## config.mk

```make
export PLATFORM = sky130hd
export DESIGN_NAME = crush_lvds_rx_align
export DESIGN_NICKNAME = d
export VERILOG_FILES = /design/src/rtl/crush_lvds_rx_align.sv
export SDC_FILE = /design/constraint.sdc
export NUM_CORES = 1
export LEC_CHECK = 0
export ABC_AREA = 1
export BUFFER_PORTS_ARGS = -buffer_cell sky130_fd_sc_hd__buf_2
export CAP_MARGIN = 20
export CORE_AREA = 3 3 130 69
export DETAILED_ROUTE_END_ITERATION = 7
export DIE_AREA = 0 0 133 72
export HOLD_SLACK_MARGIN = 0.06
export PLACE_DENSITY = 0.79
export SKIP_LAST_GASP = 1
export SYNTH_ARGS = -nofsm -noshare
export SYNTH_HDL_FRONTEND = slang
export SYNTH_SLANG_ARGS = --single-unit
```

## constraint.sdc

```tcl
create_clock -name clk_i -period 2.8 [get_ports clk_i]
set_clock_uncertainty 0.1 [all_clocks]
set_input_delay 0 -clock clk_i [delete_from_list [all_inputs] [get_ports clk_i]]
set_output_delay 0 -clock clk_i [all_outputs]
set_load 0.02 [all_outputs]
```

## src/rtl/crush_lvds_rx_align.sv

```systemverilog
// -----------------------------------------------------------------------------
// crush_lvds_rx_align
//
// Receive-side word aligner for the CRUSH 14-bit DDR sample link. It sits
// behind the IDDR capture primitives in the forwarded-clock domain. Each
// cycle it pairs the rising-edge and falling-edge half-words into I/Q
// samples. The correct pairing phase is recovered from a continuous
// training pattern. Once locked, the block outputs samples with a valid
// strobe. While training is asserted it counts pattern mismatches.
//
// Ports:
//   clk_i            capture-domain clock (rising edge)
//   rst_i            asynchronous active-high reset
//   rx_rise_i        half-word captured on the rising forwarded-clock edge
//   rx_fall_i        half-word captured on the falling edge, same cycle
//   train_en_i       transmitter is sending the training pattern
//   clear_err_i      synchronous clear of err_cnt_o (wins over an increment)
//   sample_i_o       recovered I sample
//   sample_q_o       recovered Q sample
//   sample_valid_o   one-cycle qualifier per I/Q pair (locked, not training)
//   locked_o         high in the LOCKED state
//   swapped_o        pairing phase: 0 = {rise,fall}, 1 = {previous fall,rise}
//   err_cnt_o        saturating count of training mismatches while locked
// -----------------------------------------------------------------------------
module crush_lvds_rx_align #(
    parameter int               WIDTH    = 14,
    parameter logic [WIDTH-1:0] TRAIN_I  = 14'h1A5C,
    parameter logic [WIDTH-1:0] TRAIN_Q  = 14'h25A3,
    parameter int               LOCK_CNT = 16,
    parameter int               LOSS_CNT = 4
) (
    input  logic             clk_i,
    input  logic             rst_i,
    input  logic [WIDTH-1:0] rx_rise_i,
    input  logic [WIDTH-1:0] rx_fall_i,
    input  logic             train_en_i,
    input  logic             clear_err_i,
    output logic [WIDTH-1:0] sample_i_o,
    output logic [WIDTH-1:0] sample_q_o,
    output logic             sample_valid_o,
    output logic             locked_o,
    output logic             swapped_o,
    output logic [15:0]      err_cnt_o
);

    localparam logic [1:0] ST_SEARCH = 2'd0;
    localparam logic [1:0] ST_VERIFY = 2'd1;
    localparam logic [1:0] ST_LOCKED = 2'd2;

    localparam logic [7:0] LOCK_CNT_W = LOCK_CNT[7:0];
    localparam logic [3:0] LOSS_CNT_W = LOSS_CNT[3:0];

    logic [1:0]       state_q,    state_d;
    logic [7:0]       cnt_q,      cnt_d;
    logic [3:0]       loss_q,     loss_d;
    logic             phase_q,    phase_d;
    logic [WIDTH-1:0] fall_prev_q;
    logic [WIDTH-1:0] sample_i_q, sample_i_d;
    logic [WIDTH-1:0] sample_q_q, sample_q_d;
    logic             valid_q,    valid_d;
    logic             locked_q,   locked_d;
    logic [15:0]      err_cnt_q,  err_cnt_d;

    logic             p0_match_s;
    logic             p1_match_s;
    logic             sel_match_s;
    logic [WIDTH-1:0] sel_i_s;
    logic [WIDTH-1:0] sel_q_s;

    // Candidate pairings and the pair chosen by the current phase.
    always_comb begin
        p0_match_s  = (rx_rise_i == TRAIN_I) && (rx_fall_i == TRAIN_Q);
        p1_match_s  = (fall_prev_q == TRAIN_I) && (rx_rise_i == TRAIN_Q);
        sel_i_s     = phase_q ? fall_prev_q : rx_rise_i;
        sel_q_s     = phase_q ? rx_rise_i   : rx_fall_i;
        sel_match_s = (sel_i_s == TRAIN_I) && (sel_q_s == TRAIN_Q);
    end

    // Alignment state machine, error accounting and output next-state.
    always_comb begin
        state_d    = state_q;
        cnt_d      = cnt_q;
        loss_d     = loss_q;
        phase_d    = phase_q;
        sample_i_d = sample_i_q;
        sample_q_d = sample_q_q;
        valid_d    = 1'b0;
        err_cnt_d  = err_cnt_q;

        case (state_q)
            ST_SEARCH: begin
                // P0 is checked first, so it wins when both pairings match.
                if (train_en_i && p0_match_s) begin
                    phase_d = 1'b0;
                    cnt_d   = 8'd1;
                    state_d = ST_VERIFY;
                end else if (train_en_i && p1_match_s) begin
                    phase_d = 1'b1;
                    cnt_d   = 8'd1;
                    state_d = ST_VERIFY;
                end else begin
                    state_d = ST_SEARCH;
                end
            end
            ST_VERIFY: begin
                if (train_en_i && sel_match_s) begin
                    cnt_d = cnt_q + 8'd1;
                    if (cnt_d == LOCK_CNT_W) begin
                        state_d = ST_LOCKED;
                        loss_d  = 4'd0;
                    end else begin
                        state_d = ST_VERIFY;
                    end
                end else begin
                    state_d = ST_SEARCH;
                    cnt_d   = 8'd0;
                end
            end
            ST_LOCKED: begin
                // Samples keep updating during training for debug visibility;
                // only the qualifier is suppressed.
                sample_i_d = sel_i_s;
                sample_q_d = sel_q_s;
                valid_d    = ~train_en_i;
                if (train_en_i) begin
                    if (!sel_match_s) begin
                        err_cnt_d = (err_cnt_q == 16'hFFFF) ? err_cnt_q : (err_cnt_q + 16'd1);
                        if ((loss_q + 4'd1) == LOSS_CNT_W) begin
                            state_d = ST_SEARCH;
                            cnt_d   = 8'd0;
                            loss_d  = 4'd0;
                        end else begin
                            loss_d  = loss_q + 4'd1;
                        end
                    end else begin
                        loss_d = 4'd0;
                    end
                end else begin
                    loss_d = loss_q;
                end
            end
            default: begin
                state_d = ST_SEARCH;
                cnt_d   = 8'd0;
                loss_d  = 4'd0;
            end
        endcase

        if (clear_err_i) begin
            err_cnt_d = 16'd0;
        end else begin
            err_cnt_d = err_cnt_d;
        end

        locked_d = (state_d == ST_LOCKED);
    end

    // State and output registers; reset drops lock without waiting for a clock.
    always_ff @(posedge clk_i or posedge rst_i) begin
        if (rst_i) begin
            state_q     <= ST_SEARCH;
            cnt_q       <= 8'd0;
            loss_q      <= 4'd0;
            phase_q     <= 1'b0;
            fall_prev_q <= '0;
            sample_i_q  <= '0;
            sample_q_q  <= '0;
            valid_q     <= 1'b0;
            locked_q    <= 1'b0;
            err_cnt_q   <= 16'd0;
        end else begin
            state_q     <= state_d;
            cnt_q       <= cnt_d;
            loss_q      <= loss_d;
            phase_q     <= phase_d;
            fall_prev_q <= rx_fall_i;
            sample_i_q  <= sample_i_d;
            sample_q_q  <= sample_q_d;
            valid_q     <= valid_d;
            locked_q    <= locked_d;
            err_cnt_q   <= err_cnt_d;
        end
    end

    assign sample_i_o     = sample_i_q;
    assign sample_q_o     = sample_q_q;
    assign sample_valid_o = valid_q;
    assign locked_o       = locked_q;
    assign swapped_o      = phase_q;
    assign err_cnt_o      = err_cnt_q;

endmodule

```

==> results of run 1 <==
-- how the worst max path moves through the flow --
| stage | cells past startpoint | to | slack (ns) | start |
|---|---|---|---|---|
| 3_3_place_gp | 12 | loss_q[1] | 0.54 | swapped_o |
| 6_report | 13 | err_cnt_o[6] | 0.41 | swapped_o |
| 2_1_floorplan | 1 | cnt_q[0] | 0.79 | rst_i |
| 4_1_cts | 13 | err_cnt_o[6] | 0.45 | swapped_o |
| 3_5_place_dp | 14 | err_cnt_o[6] | 0.49 | swapped_o |
| 5_1_grt | 13 | err_cnt_o[6] | 0.17 | swapped_o |
-- flip-flops by register name (all words and copies together) (netlist names), 2 cells and up --
name / cells
cnt_q: 8
err_cnt_o: 16
fall_prev_q: 14
loss_q: 4
sample_i_o: 14
sample_q_o: 14
state_q: 2
-- final cells by class --
class	instances	area (µm²)	area share, %
multi-input combinational	470	2120	39.0
sequential	75	1880	34.6
timing repair buffer	113	743	13.7
clock buffer	13	260	4.80
inverter	65	250	4.61
tap	112	140	2.58
clock inverter	2	35.0	0.646
-- what timing repair did --
action                     in CTS  in global routing
hold endpoints to repair       85                  0
hold buffers                   31                  0
setup endpoints to repair       0                  0
-- worst register-to-register path, cell delays in order (launching register included) --
cell and delay [ns]:
dfrtp_1 0.39, buf_4 0.39, nand2_1 0.09, nand2_1 0.19
nand2_1 0.10, nor2_1 0.15, nand2_1 0.09, nor2_2 0.14
nand2_2 0.10, nand2_2 0.09, nand2_4 0.16, clkinv_2 0.19
nand2_1 0.06, nand2_1 0.07
-- placed cells by master (no fill, tap or decap), types with 6 or more instances in the layout --
| cell type | count |
|---|---|
| dlygate4sd3_1 | 31 |
| nor2_1 | 75 |
| nor2_2 | 6 |
| nand2_1 | 255 |
| xor2_1 | 14 |
| a31oi_1 | 7 |
| inv_1 | 61 |
| o21ai_2 | 8 |
| nor3_1 | 15 |
| nand4_1 | 13 |
| nand3_1 | 31 |
| clkbuf_16 | 9 |
| buf_2 | 78 |
| dfrtp_1 | 75 |
| o21ai_0 | 23 |
-- metrics by stage --
step | setup WS, ns | std cells | total power, µW
final | 0.412 | 850 | 2480
after CTS | 0.447 | 850 | 2490
after global routing | 0.167 | 850 | 2570
after detailed placement | 0.491 | 804 | 1310
after global placement | 0.542 | 804 | 1300
after floorplan | 0.790 | 627 | 1240
-- report_power, final --
| group | leakage, µW | total, µW | internal [µW] | switching [µW] |
|---|---|---|---|---|
| combinational | 0.00184 | 212 | 81.1 | 131 |
| sequential | 0.000862 | 1110 | 1100 | 14.0 |
| clock | 0.000146 | 1150 | 732 | 417 |
-- logic make-up (layout without fill, tap and decap cells) --
family | Yosys count | count (layout) | synth area share (%)
simple gates | 402 | 402 | 37.4
fa+ha+maj | 4 | 4 | 1.14
flops | 75 | 75 | 42.8
xor+xnor | 16 | 16 | 3.19
buf+inv | 82 | 193 | 8.98
compound gates | 48 | 48 | 6.53
-- layer usage --
metal	global-route usage [%]	wire (µm)	share of wire, %	vias up
met5	0	0	0	-
met4	8.18	220	1.8	0
met3	8.10	938	7.8	26
met2	41.6	5470	46	185
met1	34.9	5320	45	1996
li1	-	-	-	2169
==> results.cfg, run 1 <==
[setup_path]
worstSetupPathType = flip-flop to flip-flop
rr_worst_depth = 13
cp_max_fo = 42
rr_endpoint = err_cnt_o[6]
crit_chain = buf_4 -> nand2_1 -> nand2_1 -> nand2_1 -> nor2_1 -> nand2_1 -> nor2_2 -> nand2_2 -> nand2_2 -> nand2_4 -> clkinv_2 -> nand2_1 -> nand2_1
timing.rr.start = swapped_o
crit_top_cell = nand2_1
critPathTopFamily = simple AND/OR/NAND/NOR gates
max_stage_delay_ns = 0.39
r2r_slack_ns = 0.41
path_buf_inv = 2
crit_slowest_cell = dfrtp_1
crit_path_end_kind = flip-flop
cp.required_ns = 2.97
startpoint_type = flip-flop
crit_arrival_ns = 2.56

[timing]
finalHoldViolations = 0
fin_tns_setup_ns = 0
whs_ns = 0.226
max_slew.worst_pin.slew_ns = 0.727
fmax_mhz = 419
post-route-period-util_pct = 85.3
rsz0062_at_grt = false
finalCriticalPeriod_ns = 2.39
slew_viol_final = 0
setup_violations = 0
slew_headroom_pct = 51.5

[floorplan]
io-pin-count = 79
floorplan.initialDensity_pct = 55.4
die_w_um = 133
dieArea_um2 = 9580
core_um2 = 7910
std_cell_rows = 23
die_h_um = 72

[logic_synthesis]
yosysSeqAreaShare_pct = 42.8
yosys-top-cells-area = dfrtp_1 (43%), nand2_1 (22%), nor2_1 (6.4%), inv_1 (5.3%), nand3_1 (3.5%)
synthTopCellsByCount = nand2_1 (255), dfrtp_1 (75), nor2_1 (75)
yosysTopAreaCell = dfrtp_1
yosysMostFrequentCell = nand2_1
synth_top_area_share_pct = 42.8
syn_nets = 663
synthCells = 627
syn_avg_cell_area_um2 = 7.00
async_reset_ff_share_pct = 100
synth-main-ff-cell = dfrtp_1
synth_area_um2 = 4390
ys_seq_elements = 75
yosys_warnings = 0
ys_types = 29
synth-edff-count = 0

[grt]
grt_start_max_net_pins = 47
grt_pass1_vias = 4073
antenna_found_initial = 0
grt_overflow = 0
grt_usage_pct = 26.2
grt_pass1_wl_mm = 19.9

[pwr]
power_density_nw_per_um2 = 457
ir_drop_uv = 286
p_leak_uw = 0.00285

[run_status]
outcome = finished clean

[drt]
route.vias.total = 4376
wirelength_mm = 12.0
antenna_left = 0
avgViaCountPerCell = 5.15
drt_pre_antenna_iters = 5
wl_per_cell_um = 14.1
drc_errors = 0
drtIter0Drc = 409

[clock_tree]
clock-sinks = 75
cts_setup_buffers = 0
clock-root-buffer = clkbuf_16
worstSkewPairLatency_ns = 0.33
tritoncts = yes
cts_buffers = 9
cts_max_path_buffers = 2
path_clk_slew_ns = 0.05
cts_max_level = 3
cts_resized = 0

[flow_run]
max_cap_violations = 0

[placed_design]
portBuffers = 78
gp_congestion = 0.982
dp_hpwl_mm = 8.46
place_area_um2 = 4820

[cells_and_area]
fillers = 668
diodes = 0
syn_to_final_growth_pct = 23.6
nNetsFinal = 770
final_util_pct = 68.5
finalInstanceArea_um2 = 5420
drive_gt1_share_pct = 16.3

[hold_path]
hold_path.class = input pin to async pin
(Power assumes the default switching activity.)
==> run 2: changes to the inputs <==
==> constraint.sdc (replaced) <==
create_clock -name clk_i -period 2.2 [get_ports clk_i]
set_clock_uncertainty 0.1 [all_clocks]
set_input_delay 0 -clock clk_i [delete_from_list [all_inputs] [get_ports clk_i]]
set_output_delay 0 -clock clk_i [all_outputs]
set_load 0.02 [all_outputs]
==> run 2 against run 1 <==
  * Sequential cell count unchanged
  * Critical endpoint is now loss_q[0]
  * Critical path type unchanged
  * Clock power is 26% higher
  * Combinational power increased by 31%
  * Fmax increased by 14%
  * Largest power group unchanged
  * Worst hold slack worse by 0.070 ns
  * Total power is 27% higher
  * Global-route usage up 0.86 points
  * Sequential power up 28%
  * Core utilization is 1.8 points higher
  * Register-to-register slack worse by 0.31 ns
==> results.cfg, run 2 (synthesized netlist as in run 1, its figures left out) <==
[pwr]
p_leak_uw = 0.00291
total_power_uw = 3150
ir_drop_uv = 432
power_density_nw_per_um2 = 565

[grt]
grt_pass1_wl_mm = 20.4
grt_start_max_net_pins = 47
grt_pass1_vias = 4213
antenna_found_initial = 0
grt_usage_pct = 27.0
grt_overflow = 0

[floorplan]
std_cell_rows = 23
io-pin-count = 79
dieArea_um2 = 9580
die_h_um = 72
floorplan.initialDensity_pct = 55.4
die_w_um = 133
core_um2 = 7910

[timing]
finalCriticalPeriod_ns = 2.10
max_slew.worst_pin.slew_ns = 0.551
post-route-period-util_pct = 95.4
whs_ns = 0.156
setup_violations = 0
rsz0062_at_grt = true
fin_ws_ns = 0.102
slew_viol_final = 0
slew_headroom_pct = 63.2
finalHoldViolations = 0
fmax_mhz = 477

[cells_and_area]
fillers = 654
final_common_cell = nand2_1
syn_to_final_growth_pct = 26.9
finalInstanceArea_um2 = 5570
final_cell_mix = nand2_1 (253), buf_2 (78), dfrtp_1 (74), nor2_1 (71), inv_1 (60)
drive_gt1_share_pct = 18.9
largest_reg_flops = 16
nNetsFinal = 781
diodes = 0

[setup_path]
worstSetupPathType = flip-flop to flip-flop
crit_path_end_kind = flip-flop
cp_max_fo = 11
startpoint_type = flip-flop
crit_arrival_ns = 2.22
cp.required_ns = 2.32

[clock_tree]
path_clk_slew_ns = 0.06
tritoncts = yes
clock-sinks = 75
clock-root-buffer = clkbuf_16
cts_buffers = 9
worstSkewPairLatency_ns = 0.34
cts_max_level = 3
cts_max_path_buffers = 2

[run_status]
outcome = finished clean

[placed_design]
place_area_um2 = 4900
dp_hpwl_mm = 8.69
post-place-ws_ns = -0.00625
portBuffers = 78
gp_congestion = 0.985

[drt]
antenna_left = 0
wirelength_mm = 12.2
wl_per_cell_um = 14.1
drt_pre_antenna_iters = 5
avgViaCountPerCell = 5.18
drc_errors = 0
drtIter0Drc = 376
route.vias.total = 4467

[hold_path]
hold_path.class = input pin to async pin

[flow_run]
max_cap_violations = 0
run 2: through the flow:
step | std cells | TNS [ns] | util [%]
detailed placement | 813 | -0.00625 | 61.9
finish | 862 | 0 | 70.4
global placement | 813 | 0 | 61.9
floorplan | 627 | 0 | -
global route | 862 | -0.260 | 70.4
CTS | 861 | 0 | 69.6
run 2: worst max-delay path: stages (launching register included):
cell,delay [ns]
dfrtp_2,0.48
buf_4,0.20
nand2_1,0.06
o21ai_1,0.09
inv_1,0.12
nand2_1,0.07
nor2_1,0.09
nand2_1,0.08
nor2_2,0.20
nand3_2,0.12
nand2_2,0.14
nand2_2,0.09
nand2_1,0.08
nand2_1,0.05
run 2: final timing paths:
path	from	to	slack, ns	cells after the start
hold reg to reg	sample_q_o[3]	sample_q_o[3]	0.38	2
setup reg to reg	swapped_o	loss_q[0]	0.10	13
max in group asynchronous	rst_i	swapped_o	1.21	4
setup / recovery	swapped_o	loss_q[0]	0.10	13
min in group clk_i	rx_fall_i[13]	fall_prev_q[13]	0.22	2
hold / removal	rst_i	err_cnt_o[3]	0.16	3
run 2: power breakdown:
part           total (µW)  leakage [µW]  internal, µW  switching (µW)
combinational         278       0.00191           106             172
sequential           1420      0.000862          1400            17.2
clock                1450      0.000141           909             543
total                3150       0.00291          2420             732
run 2: per-layer routing:
layer  global-route usage (%)  share of wire (%)  vias to the layer above
li1                         -                  -                     2206
met1                     37.0                 45                     2048
met2                     42.5                 45                      179
met3                     6.58                7.3                       34
met4                     9.91                2.7                        0
met5                        0                  0                        -
run 2: repair_timing:
item	in CTS	in global routing
endpoints found under the hold margin	73	0
endpoints found under the setup margin	8	30
buffers inserted	0	0
gates cloned	1	1
pin swaps	0	1
hold buffers	31	0
gates resized for setup	2	14
run 2: cell type report:
cell class | instances | area, µm² | share of cell area (%)
Tap cell | 112 | 140 | 2.52
Clock inverter | 2 | 35.0 | 0.629
Sequential cell | 75 | 1880 | 33.7
Inverter | 65 | 254 | 4.56
Timing Repair Buffer | 122 | 823 | 14.8
Timing Repair inverter | 1 | 6.26 | 0.112
Clock buffer | 14 | 254 | 4.56
Multi-Input combinational cell | 471 | 2180 | 39.1
